--- config.mk ---
export PLATFORM = sky130hd
export DESIGN_NAME = ft_tx_pattern_gen
export DESIGN_NICKNAME = d
export VERILOG_FILES = /design/src/rtl/ft_pkg.sv /design/src/rtl/ft_tx_pattern_gen_pattern_next.sv /design/src/rtl/ft_tx_pattern_gen.sv
export SDC_FILE = /design/constraint.sdc
export NUM_CORES = 1
export LEC_CHECK = 0
export BUFFER_PORTS_ARGS = -buffer_cell sky130_fd_sc_hd__buf_2
export CORE_AREA = 4 4 154 156
export CTS_BUF_LIST = sky130_fd_sc_hd__clkbuf_8 sky130_fd_sc_hd__clkbuf_16
export DETAILED_ROUTE_END_ITERATION = 8
export DIE_AREA = 0 0 158 160
export PLACE_DENSITY = 0.5
export SLEW_MARGIN = 25
export SYNTH_ARGS = -nofsm -noshare
export SYNTH_HDL_FRONTEND = slang
export SYNTH_SLANG_ARGS = --single-unit
--- constraint.sdc ---
create_clock -name clk -period 3.3 [get_ports clk]
set_input_delay 0 -clock clk [delete_from_list [all_inputs] [get_ports clk]]
set_output_delay 0 -clock clk [all_outputs]
set_load 0.1 [all_outputs]
--- src/rtl/ft_pkg.sv ---
// Shared types and constants for the FT600 transmit-side blocks.
package ft_pkg;

  typedef enum logic [1:0] {
    PAT_CNT   = 2'd0,
    PAT_LFSR  = 2'd1,
    PAT_WALK  = 2'd2,
    PAT_CONST = 2'd3
  } pat_mode_t;

  typedef enum logic [1:0] {
    S_IDLE  = 2'd0,
    S_LOAD  = 2'd1,
    S_BURST = 2'd2,
    S_GAP   = 2'd3
  } txgen_state_t;

  localparam logic [31:0] LFSR_POLY_DEFAULT = 32'h0000_B400;

endpackage

--- src/rtl/ft_tx_pattern_gen_pattern_next.sv ---
// Pure next-pattern function for the test-data generator; shared with any checker
// that needs to predict the stream.
module pattern_next
  import ft_pkg::*;
#(
  parameter int          DATA_W    = 16,
  parameter logic [31:0] LFSR_POLY = LFSR_POLY_DEFAULT
) (
  input  pat_mode_t         i_mode,
  input  logic [DATA_W-1:0] i_pat,
  output logic [DATA_W-1:0] o_pat_next
);

  localparam logic [DATA_W-1:0] POLY = LFSR_POLY[DATA_W-1:0];

  always_comb begin
    o_pat_next = i_pat;
    case (i_mode)
      PAT_CNT:   o_pat_next = i_pat + DATA_W'(1);
      // Galois form: a zero state is unreachable as long as the seed is nonzero.
      PAT_LFSR:  o_pat_next = i_pat[0] ? ((i_pat >> 1) ^ POLY) : (i_pat >> 1);
      PAT_WALK:  o_pat_next = {i_pat[DATA_W-2:0], i_pat[DATA_W-1]};
      PAT_CONST: o_pat_next = i_pat;
      default:   o_pat_next = i_pat;
    endcase
  end

endmodule

--- src/rtl/ft_tx_pattern_gen.sv ---
// Burst/gap test-data source for the FT600 write path with selectable pattern,
// FIFO backpressure, sent-word counter and status LEDs.
module ft_tx_pattern_gen
  import ft_pkg::*;
#(
  parameter int          DATA_W    = 16,
  parameter int          LEN_W     = 16,
  parameter int          GAP_W     = 8,
  parameter logic [31:0] LFSR_POLY = LFSR_POLY_DEFAULT,
  localparam int         BE_W      = DATA_W / 8
) (
  input  logic              clk,
  input  logic              rst,
  input  logic              i_enable,
  input  logic [1:0]        i_mode,
  input  logic [DATA_W-1:0] i_seed,
  input  logic [LEN_W-1:0]  i_burst_len,
  input  logic [GAP_W-1:0]  i_gap_len,
  input  logic              i_full,
  input  logic              i_rst_busy,
  output logic [DATA_W-1:0] o_din,
  output logic [BE_W-1:0]   o_din_valid,
  output logic              o_busy,
  output logic [31:0]       o_words_sent,
  output logic [7:0]        o_led
);

  txgen_state_t      r_state;
  pat_mode_t         r_mode;
  logic [LEN_W-1:0]  r_burst_len;
  logic [GAP_W-1:0]  r_gap_len;
  logic [LEN_W-1:0]  r_burst_cnt;
  logic [GAP_W-1:0]  r_gap_cnt;
  logic [DATA_W-1:0] r_pat;
  logic [DATA_W-1:0] r_din;
  logic [BE_W-1:0]   r_din_valid;
  logic [31:0]       r_words;
  logic [7:0]        r_led;

  logic              w_issue;
  logic              w_stall;
  logic              w_seed_zero_bad;
  logic [DATA_W-1:0] w_seed;
  logic [DATA_W-1:0] w_pat_next;

  assign w_issue = (r_state == S_BURST) && i_enable && !i_full && !i_rst_busy;
  assign w_stall = (r_state == S_BURST) && (i_full || i_rst_busy);

  // LFSR and walking-one would lock up on an all-zero seed.
  assign w_seed_zero_bad = (i_seed == '0) &&
                           ((pat_mode_t'(i_mode) == PAT_LFSR) || (pat_mode_t'(i_mode) == PAT_WALK));
  assign w_seed = w_seed_zero_bad ? DATA_W'(1) : i_seed;

  pattern_next #(
    .DATA_W   (DATA_W),
    .LFSR_POLY(LFSR_POLY)
  ) u_pattern_next (
    .i_mode    (r_mode),
    .i_pat     (r_pat),
    .o_pat_next(w_pat_next)
  );

  always_ff @(posedge clk) begin
    if (rst) begin
      r_state     <= S_IDLE;
      r_mode      <= PAT_CNT;
      r_burst_len <= '0;
      r_gap_len   <= '0;
      r_burst_cnt <= '0;
      r_gap_cnt   <= '0;
      r_pat       <= '0;
      r_din       <= '0;
      r_din_valid <= '0;
      r_words     <= '0;
      r_led       <= 8'h01;
    end else begin
      r_din_valid <= '0;
      r_led       <= {r_state, r_mode, w_stall, i_rst_busy, (r_state != S_IDLE), 1'b1};
      if (!i_enable) begin
        r_state <= S_IDLE;
      end else begin
        case (r_state)
          S_IDLE: r_state <= S_LOAD;
          S_LOAD: begin
            r_mode      <= pat_mode_t'(i_mode);
            r_burst_len <= i_burst_len;
            r_gap_len   <= i_gap_len;
            r_burst_cnt <= '0;
            r_gap_cnt   <= '0;
            r_pat       <= w_seed;
            r_state     <= S_BURST;
          end
          S_BURST: begin
            if (w_issue) begin
              r_din       <= r_pat;
              r_din_valid <= '1;
              r_pat       <= w_pat_next;
              r_words     <= r_words + 32'd1;
              // A zero burst length means one endless burst.
              if (r_burst_len != '0) begin
                if (r_burst_cnt == r_burst_len - LEN_W'(1)) begin
                  r_burst_cnt <= '0;
                  if (r_gap_len != '0) r_state <= S_GAP;
                end else begin
                  r_burst_cnt <= r_burst_cnt + LEN_W'(1);
                end
              end
            end
          end
          S_GAP: begin
            if (r_gap_cnt == r_gap_len - GAP_W'(1)) begin
              r_gap_cnt <= '0;
              r_state   <= S_BURST;
            end else begin
              r_gap_cnt <= r_gap_cnt + GAP_W'(1);
            end
          end
          default: r_state <= S_IDLE;
        endcase
      end
    end
  end

  assign o_din        = r_din;
  assign o_din_valid  = r_din_valid;
  assign o_busy       = (r_state != S_IDLE);
  assign o_words_sent = r_words;
  assign o_led        = r_led;

endmodule

==> impl_results.md, run 1 <==
* Final period utilization at between 80% and 90%
* PD cells at around 480 nW/µm²
* Synth top area cells: dfxtp_1, nand2_1, xor2_1
* Worst EP required at approximately 3.6 ns
* Leakage power figure at 3.28 nW
* Share of the synthesized area in the top cell type at a little under two fifths
* Tot GR Track Use at 14.8%
* Chip width at 158 µm
* Clock sink total at 124
* Initial DRC Count at approximately 300
* Ys Warns at 0
* Max Root-Sink Buffers at 2
* Worst slew pin tran at between 0.6 and 0.7 ns
* Layout Nets at 990
* Reg clk slew, reported paths at approximately 0.060 ns
* Max-slew violations at 0
* H-tree depth at 4
* ANT cells at 0
* DPL Wire Length at ~13000 µm
* Drt drc at 0
* Skew final at around 0.012 ns
* Crit start category: register
* Initial antenna violation count at 0
* Vias in the first global route at approximately 5700
* Post-route ant nets at 0
* Post-Synthesis Cell Area at ~6600 µm²
* Placer congestion estimate at roughly 0.83
* Post-CTS Setup Inserts at 0
* Mean post-synth cell area at between 8 and 9 µm²
* Met2 Use GR at a little under a quarter
* Mapped Nets at just under 900
* Clk_lat worst skew at 0.41 ns
* Port bufs at 104
* Largest net degree at the start of global routing at 61
* Post-synth ARST share at 0%
* CTS tree: yes
* Fmax at roughly 350 MHz
* Initial Util at between 20% and 30%
* Via density at 4.96
* M3 GR Usage at between 3 and 4%
* Core area at about 22000 µm²
* Rel. slew slack at about 55%
* Most common cell in the netlist: nand2_1
* Post-Synthesis Cells at just over 800
* IO Count at around 110
* VDD IR max at around 0.32 mV
* Final Hold Slack at 0.0294 ns
* Die area at about 25000 µm²
* Cts bufs inserted at 17
* Total grt overflow at 0
* Max Cap Violations at 0
* Seq/Total Area, Yosys at 37.6%
* Distinct cells, synth at 74
* Root buffer cell: clkbuf_16
* GRT met1 Usage at roughly a fifth
* Final Setup Violations at 0
* RSZ-0062 raised after global routing: no
* Commonest cells post-synth: nand2_1, dfxtp_1, a21oi_1, nor2_1, clkbuf_1
* Fin. Hold Viols at 0
* Final WL at approximately 19000 µm
* Status: finished, final reports clean
* Top cell type by total area after synthesis: dfxtp_1
* CP Max Fanout at 15
* Share of cells above drive strength 1 at between 10% and 20%
* Crit path kind: reg2reg
* Die height at approximately 160 µm
* Setup TNS Final at 0 ns
* Top_reg_cell synth: dfxtp_1
* Crit path time final at 2.84 ns
* Vias after detailed routing at approximately 6100
* Avg WL per Cell at around 15 µm
* Number of synthesized flops with an enable pin at 0
* Seq cells post-synth at 124
* First-pass GRT wire length at between 30000 and 40000 µm
* Area Growth Syn to Fin at 27.5%
* Pre-antenna DRT Iters at 4
* Hold/Removal Path Class: in2reg
* Row Count at 55
* Layer with the highest usage: met2
* Worst path arrival time at 3.10 ns
* Nature of the critical path endpoint: register
[critical path, stage by stage (launching register included)]
cell       delay, ns
dfxtp_1         0.41
or4_1           0.67
o41ai_1         0.43
o2111ai_1       0.20
nor3_1          0.30
nand4_4         0.16
o21ai_4         0.13
buf_4           0.26
a211oi_1        0.11
[logic make-up (layout without fill, tap and decap cells)]
family / count (synthesis) / in the layout / synth area share [%]
other: 1 / 1 / 0.0567
adder cells (fa/ha/maj): 10 / 10 / 1.89
buffers and inverters: 73 / 207 / 4.68
XOR/XNOR: 83 / 83 / 11.0
multiplexers: 5 / 5 / 0.776
AO/OA/AOI/OAI: 172 / 172 / 17.8
flip-flops: 124 / 124 / 37.6
AND/OR/NAND/NOR: 344 / 344 / 26.2
[where the power goes]
group	leakage (nW)	internal, mW	switching [mW]
Combinational	1.96	0.171	0.230
Clock	0.310	1.33	0.710
Sequential	1.00	1.52	0.0418
[timing repair]
action / in CTS / in global routing
endpoints found under the setup margin: 0 / 0
endpoints found under the hold margin: 45 / 0
resized for setup: 0 / 0
hold buffers: 44 / 0
[layout by cell type, fill, tap and decap left out, drive strengths merged, types with 4 or more instances in the layout]
cell type	n
nand2	130
bufinv	4
and2	4
or2	4
mux2i	4
nor2b	8
and3	17
a311oi	5
nand3	27
xor2	49
nor2	69
or4	5
a211oi	28
nand3b	4
nand2b	5
a31oi	4
and4	11
dfxtp	124
dlygate4sd3	44
clkbuf	20
nand4	18
nor3	9
inv	16
o21ai	22
a221oi	14
nor4	13
buf	118
a21oi	75
xnor2	34
or3	10
ha	10
[registers in the layout (all words and copies together), names as in the netlist]
signal        flops
o_din            16
o_din_valid       1
o_led             7
o_words_sent     32
r_burst_cnt      16
r_burst_len      16
r_gap_cnt         8
r_gap_len         8
r_mode            2
r_pat            16
r_state           2
[per-stage QoR]
step	power (mW)	setup slack, ns	utilization [%]	area [µm²]	std cells
floorplan	1.85	0.625	-	6610	812
global placement	1.96	0.533	32.8	7340	1155
detailed placement	1.96	0.462	32.8	7340	1155
CTS	4.06	0.434	37.7	8430	1231
global route	4.19	0.189	37.7	8430	1231
finish	4.01	0.457	37.7	8430	1231
[per-layer routing]
layer	vias to the layer above	part of all wire [%]
li1	3106	-
met5	-	0
met1	2862	48
met4	0	1.5
met3	21	3.6
met2	112	47
[path summary, 6_finish.rpt]
kind	start	to	slack, ns	cells after the start
worst max-delay path	r_burst_len[2]	r_burst_cnt[7]	0.46	8
worst min-delay path	i_seed[0]	r_pat[0]	0.03	5
worst max register to register	r_burst_len[2]	r_burst_cnt[7]	0.46	8
worst min register to register	o_din[1]	o_din[1]	0.45	2
[area by class of cell]
cell class / instances / area [µm²]
Inverter: 13 / 48.8
Fill cell: 2313 / 13900
Tap cell: 285 / 357
Multi-Input combinational cell: 615 / 3820
Sequential cell: 124 / 2480
Clock inverter: 12 / 183
Clock buffer: 20 / 467
Timing Repair Buffer: 162 / 1070
Note: power is estimated with default switching activity, not from simulation.
==> inputs of run 2 (changes only) <==
- ABC_AREA: default -> 1
- CORE_AREA: 4 4 154 156 -> 4 4 155 157
- DIE_AREA: 0 0 158 160 -> 0 0 159 161
==> impl_results.md, run 2 <==
* Fin. Hold Viols at 0 (unchanged)
* Worst slew pin tran at 0.662 ns (-0.0198 ns)
* Vias after detailed routing at 6617 (+8.5%)
* Pre-antenna DRT Iters at 5 (+1)
* Seq cells post-synth at 124 (unchanged)
* Crit path top cell by count: nor2_4
* Max reg flops at 32 (unchanged)
* Largest net degree at the start of global routing at 40 (-34%)
* Critical path cell sequence: inv_2, nor2_4, nand3_4, nor2_4, nand3_2, nor2_2, nand3_2, nor2_4, nand2_1, nor2_1, xor2_1, nor2_1
* Post-route ant nets at 0 (unchanged)
* Ys Warns at 0 (unchanged)
* Distinct cells, synth at 47 (-36%)
* Max-slew violations at 0 (unchanged)
* Row Count at 55 (unchanged)
* PD cells at 468 nW/µm² (-1.6%)
* Placer congestion estimate at 0.828 (+0.25%)
* Most common cell after layout, fill and taps aside: nand2_1
* Initial DRC Count at 368 (+26%)
* Post-synth ARST share at 0% (unchanged)
* Sw Pwr at 1.06 mW (+8.1%)
* Final Setup Violations at 0 (unchanged)
* Worst path arrival time at 2.66 ns (-0.44 ns)
* Total power at 3.97 mW (-0.86%)
* Area Growth Syn to Fin at 26.6%
* Max Root-Sink Buffers at 2 (unchanged)
* Avg WL per Cell at 13.7 µm (-11%)
* IO Count at 106 (unchanged)
* Cts bufs inserted at 17 (unchanged)
* Die height at 161 µm (+0.63%)
* Clk_lat worst skew at 0.42 ns (about the same)
* Leakage power figure at 3.63 nW (+11%)
* Most common cell in the netlist: nand2_1
* Cell family with most CP delay: simple AND/OR/NAND/NOR gates
* Buf/Inv on CP at 1 (unchanged)
* RSZ-0062 raised after global routing: no
* Share of power burned in combinational logic at 13.6% (+3.6 points)
* Share of cells above drive strength 1 at 15.1% (-4.2 points)
* Post-Synthesis Cells at 979 (+21%)
* Via density at 4.68 (-5.6%)
* Clock sink total at 124 (unchanged)
* Sequential Power Share at 39.7% (+0.7 points)
* Worst EP required at 3.59 ns (+0.03 ns)
* Most frequent cells in the layout: nand2_1, nor2_1, dfxtp_1, buf_2, inv_1
* CP Max Fanout at 23 (+8)
* Root buffer cell: clkbuf_16
* Finished Layout Cells at 1414 (+15%)
* Total grt overflow at 0 (unchanged)
* Skew final at 0.00879 ns (-0.00316 ns)
* First-pass GRT wire length at 32600 µm (+7.6%)
* Int Pwr at 2.91 mW (-3.7%)
* Share of the synthesized area in the top cell type at 37.0% (-0.55 points)
* Drt drc at 0 (unchanged)
* Dpl cell area at 7490 µm² (+2.1%)
* Max Cap Violations at 0 (unchanged)
* Fmax at 422 MHz (+20%)
* Reg clk slew, reported paths at 0.06 ns (about the same)
* Tot GR Track Use at 15.3% (+0.52 points)
* Die area at 25600 µm² (+1.3%)
* Clock power frac at 46.7% (-4.3 points)
* Post_cts resized at 0 (unchanged)
* Initial antenna violation count at 0 (unchanged)
* Crit start category: register
* Vias in the first global route at 6540 (+14%)
* VDD IR max at 0.295 mV (-9.1%)
* Mean post-synth cell area at 6.85 µm² (-16%)
* Placed cell count at 1342 (+16%)
* Setup TNS Final at 0 ns (unchanged)
* Top cell type by total area after synthesis: dfxtp_1
* Hold/Removal Path Class: in2reg
* Initial Util at 29.8% (+0.25 points)
* Nature of the critical path endpoint: register
* Synth top area cells: dfxtp_1, nand2_1, nor2_1
* ANT cells at 0 (unchanged)
* Final period utilization at 71.7% (-14 points)
* Chip width at 159 µm (+0.63%)
* CP peak stage delay at 0.48 ns (-0.19 ns)
* Status: finished, final reports clean
* Fin area at 8490 µm² (+0.73%)
* DPL Wire Length at 14000 µm (+5.5%)
* Rel. slew slack at 55.8% (+1.3 points)
* Port bufs at 104 (unchanged)
* H-tree depth at 4 (unchanged)
* Switching Share at 26.7% (+2.2 points)
* Post-Synthesis Cell Area at 6710 µm² (+1.5%)
* Layout Nets at 1176 (+19%)
* Top_reg_cell synth: dfxtp_1
* Seq/Total Area, Yosys at 37.0% (-0.55 points)
* Number of synthesized flops with an enable pin at 0 (unchanged)
* Mapped Nets at 1036 (+19%)
* Critical path's slowest cell: nor2_4
* CTS tree: yes
* Final WL at 19300 µm (+2.2%)
* Commonest cells post-synth: nand2_1, nor2_1, dfxtp_1, inv_1, a21oi_1
* Core area at 22500 µm² (+0.62%)
* Crit path time final at 2.37 ns (-0.476 ns)
* Crit path kind: reg2reg
==> run 2: changes by cell type after synthesis, moves of 11 or more <==
| cell | change |
|---|---|
| o21ai_0 | +61 |
| nand2_1 | +44 |
| a21oi_1 | +14 |
| and3_1 | -16 |
| nor2_1 | +88 |
| nor3_1 | +12 |
| a211oi_1 | -20 |
| and4_1 | -11 |
| a221oi_1 | -11 |
| xnor2_1 | -19 |
| inv_1 | +87 |
| clkbuf_1 | -27 |
| o22ai_1 | +11 |
==> run 2: path summary, 6_finish.rpt <==
check	start	cells after the start	slack (ns)	endpoint
max	r_state[1]	12	0.93	o_words_sent[27]
min reg2reg	o_words_sent[31]	2	0.48	o_words_sent[31]
min	i_seed[6]	3	0.03	r_pat[6]
max reg2reg	r_state[1]	12	0.93	o_words_sent[27]
==> run 2: through the flow <==
stage          util (%)  hold slack [ns]  setup WS, ns
2_1_floorplan         -            0.107         0.784
3_3_place_gp       33.3            0.223         0.983
3_5_place_dp       33.3            0.228         0.904
4_1_cts            37.7          0.00992         0.886
5_1_grt            37.7           0.0284         0.621
6_report           37.7           0.0273         0.933
==> run 2: cell type report <==
cell class                      instances  area, µm²
Clock buffer                           18        439
Clock inverter                         11        130
Fill cell                            2417      14000
Inverter                              108        405
Multi-Input combinational cell        713       3660
Sequential cell                       124       2480
Tap cell                              285        357
Timing Repair Buffer                  155       1010
==> run 2: worst register-to-register path, stage by stage (launching register included) <==
cell     delay, ns
dfxtp_1       0.38
inv_2         0.09
nor2_4        0.48
nand3_4       0.20
nor2_4        0.17
nand3_2       0.09
nor2_2        0.10
nand3_2       0.15
nor2_4        0.15
nand2_1       0.10
nor2_1        0.12
xor2_1        0.16
nor2_1        0.05
==> run 2: power groups by stage <==
stage / sequential, mW / clock [mW] / combinational (mW)
after global routing: 1.58 / 1.98 / 0.619
final: 1.58 / 1.85 / 0.542
after detailed placement: 1.61 / 0 / 0.505
after global placement: 1.61 / 0 / 0.504
after floorplan: 1.63 / 0 / 0.345
after CTS: 1.58 / 1.91 / 0.546
==> run 2: what timing repair did <==
item	CTS	global route
hold buffers	43	0
buffers inserted	0	0
endpoints found under the hold margin	45	0
==> run 2: cell families after synthesis <==
family | share of synthesized area, %
AND/OR/NAND/NOR | 29.0
AO/OA/AOI/OAI | 16.3
buffers and inverters | 8.34
flip-flops | 37.0
XOR/XNOR | 7.44
adder cells (fa/ha/maj) | 1.87
other | 0.0559
==> run 2: metal layers <==
metal / track usage (%) / vias to the layer above / part of all wire, %
li1: - / 3476 / -
met1: 19.5 / 2991 / 47
met2: 25.7 / 120 / 48
met3: 2.93 / 30 / 3.3
met4: 6.04 / 0 / 2.4
met5: 0 / - / 0
==> inputs of run 3 (changes only) <==
- PLACE_DENSITY: 0.5 -> 0.52
- clock period: 3.3 -> 2 ns (I/O delays scaled with it)
==> impl_results.md, run 3 (synthesis gave the netlist of run 2 again) <==
* Leakage power figure at 3.99 nW (+9.7%)
* Initial DRC Count at 281 (-24%)
* Fmax at 524 MHz (+24%)
* Final WL at 19900 µm (+2.7%)
* Via density at 4.65 (-0.59%)
* Cell family with most CP delay: simple AND/OR/NAND/NOR gates
* PD cells at 773 nW/µm² (+65%)
* Max-slew violations at 0 (unchanged)
* Critical path cell sequence: inv_4, ha_4, buf_4, xnor2_1, xor2_1, inv_1, nand4_1, nor2_2, nand2_2, nand2_2, nand2_2, nand2_4, clkbuf_16, nor3_2
* Fin. Hold Viols at 0 (unchanged)
* CP Max Fanout at 5 (-78%)
* Post-route ant nets at 0 (unchanged)
* Core area at 22500 µm² (unchanged)
* Nature of the critical path endpoint: register
* Max Cap Violations at 0 (unchanged)
* Initial Util at 29.8% (unchanged)
* Skew final at 0.0139 ns (+0.00506 ns)
* Crit path kind: reg2reg
* FF+latch area at 2520 µm² (+1.7%)
* ANT cells at 0 (unchanged)
* Area Growth Syn to Fin at 37.4%
* Worst path arrival time at 2.22 ns (-0.44 ns)
* Most common cell after layout, fill and taps aside: nand2_1
* Reg clk slew, reported paths at 0.06 ns (about the same)
* Hold/Removal Path Class: in2reg
* Area of the multi-input gates at 3860 µm² (+5.4%)
* H-tree depth at 4 (unchanged)
* Die height at 161 µm (unchanged)
* Pre-antenna DRT Iters at 4 (-1)
* Port bufs at 104 (unchanged)
* Vias in the first global route at 6586 (+0.70%)
* First-pass GRT wire length at 32900 µm (+1.1%)
* Clk_lat worst skew at 0.43 ns (about the same)
* Most frequent cells in the layout: nand2_1, nor2_1, buf_2, dfxtp_1, inv_1
* Drt drc at 0 (unchanged)
* VDD IR max at 0.518 mV (+75%)
* Buf/Inv on CP at 4 (+3)
* Max reg flops at 32 (unchanged)
* Row Count at 55 (unchanged)
* Final Setup Violations at 0 (unchanged)
* Final period utilization at 95.4% (+24 points)
* Crit start category: register
* Worst EP required at 2.31 ns (-1.28 ns)
* Final worst slack at 0.0928 ns (-0.840 ns)
* IO Count at 106 (unchanged)
* Placer congestion estimate at 0.850 (+2.6%)
* Clock sink total at 124 (unchanged)
* Layout Nets at 1219 (+3.7%)
* RSZ-0062 raised after global routing: yes
* Largest net degree at the start of global routing at 40 (unchanged)
* Chip width at 159 µm (unchanged)
* Crit path top cell by count: nand2_2
* Fillers at 2334 (-3.4%)
* Status: finished, final reports clean
* Cts bufs inserted at 17 (unchanged)
* Tot GR Track Use at 15.6% (+0.31 points)
* Total grt overflow at 0 (unchanged)
* Share of cells above drive strength 1 at 23.7% (+8.6 points)
* Initial antenna violation count at 0 (unchanged)
* Total power at 7.12 mW (+79%)
* DPL Wire Length at 14100 µm (+0.50%)
* Rel. slew slack at 57.5% (+1.7 points)
* Critical path's slowest cell: dfxtp_4
* CTS tree: yes
* Root buffer cell: clkbuf_16
* Max Root-Sink Buffers at 2 (unchanged)
* Post-Place Setup Slack at -0.0713 ns (-0.975 ns)
* Setup TNS Final at 0 ns (unchanged)
* CP peak stage delay at 0.37 ns (-0.11 ns)
* Crit path time final at 1.91 ns (-0.460 ns)
* Worst slew pin tran at 0.637 ns (-0.0260 ns)
* Avg WL per Cell at 13.6 µm (-0.50%)
* Die area at 25600 µm² (unchanged)
* Vias after detailed routing at 6792 (+2.6%)
-- run 3: cell types whose count changed in the layout (fill, tap and decap cells not counted), moves of 5 or more --
cell,before,now
buf_4,8,47
dfxtp_1,124,101
dfxtp_2,0,18
nor2_1,157,139
nor2_2,5,15
nand2_1,174,165
nor2_4,9,17
dfxtp_4,0,5
nand2_2,6,11
-- run 3: repair_timing --
action,in CTS,in global routing
pin swaps,0,26
endpoints found under the setup margin,14,33
endpoints found under the hold margin,45,0
setup buffers,0,15
hold buffers,42,0
resized for setup,4,64
cloned,0,1
-- run 3: layout make-up --
type / count / area share [%]
Clock buffer: 18 / 4.77
Clock inverter: 14 / 2.44
Inverter: 108 / 4.48
Multi-Input combinational cell: 713 / 41.9
Sequential cell: 124 / 27.4
Tap cell: 285 / 3.87
Timing Repair Buffer: 198 / 15.1
-- run 3: path summary, 6_finish.rpt --
kind                            cells after the start              end  slack [ns]             from
worst min-delay path                                6  o_words_sent[4]        0.02           i_full
worst max register to register                     14   r_burst_cnt[1]        0.09   r_burst_len[1]
worst max-delay path                               14   r_burst_cnt[1]        0.09   r_burst_len[1]
worst min register to register                      2  o_words_sent[5]        0.47  o_words_sent[5]
-- run 3: report_power, final --
part	switching [mW]	total [mW]	internal (mW)	leakage, nW
clock network	1.16	3.51	2.35	0.338
registers	0.0644	2.60	2.53	1.02
logic	0.616	1.02	0.402	2.63
total	1.84	7.12	5.29	3.99
-- run 3: metal layers --
| layer | vias up | track usage [%] | routed length (µm) |
|---|---|---|---|
| met5 | - | 0 | 0 |
| met4 | 0 | 4.77 | 271 |
| met3 | 23 | 3.27 | 671 |
| met2 | 114 | 27.2 | 9740 |
| met1 | 3081 | 19.6 | 9180 |
| li1 | 3574 | - | - |
-- run 3: stage by stage --
| stage | instance area [µm²] | hold slack [ns] | util, % | cells |
|---|---|---|---|---|
| 6_report | 9210 | 0.0232 | 40.9 | 1460 |
| 5_1_grt | 9210 | 0.0583 | 40.9 | 1460 |
| 4_1_cts | 8860 | 0.0513 | 39.4 | 1444 |
| 3_5_place_dp | 7770 | 0.228 | 34.5 | 1370 |
| 3_3_place_gp | 7770 | 0.219 | 34.5 | 1370 |
| 2_1_floorplan | 6740 | 0.107 | - | 979 |
-- run 3: worst min-delay path: stages --
cell	delay [ns]
buf_2	0.10
nor2_4	0.05
nand2_2	0.08
nor2_4	0.06
nand2_4	0.07
a21oi_1	0.06
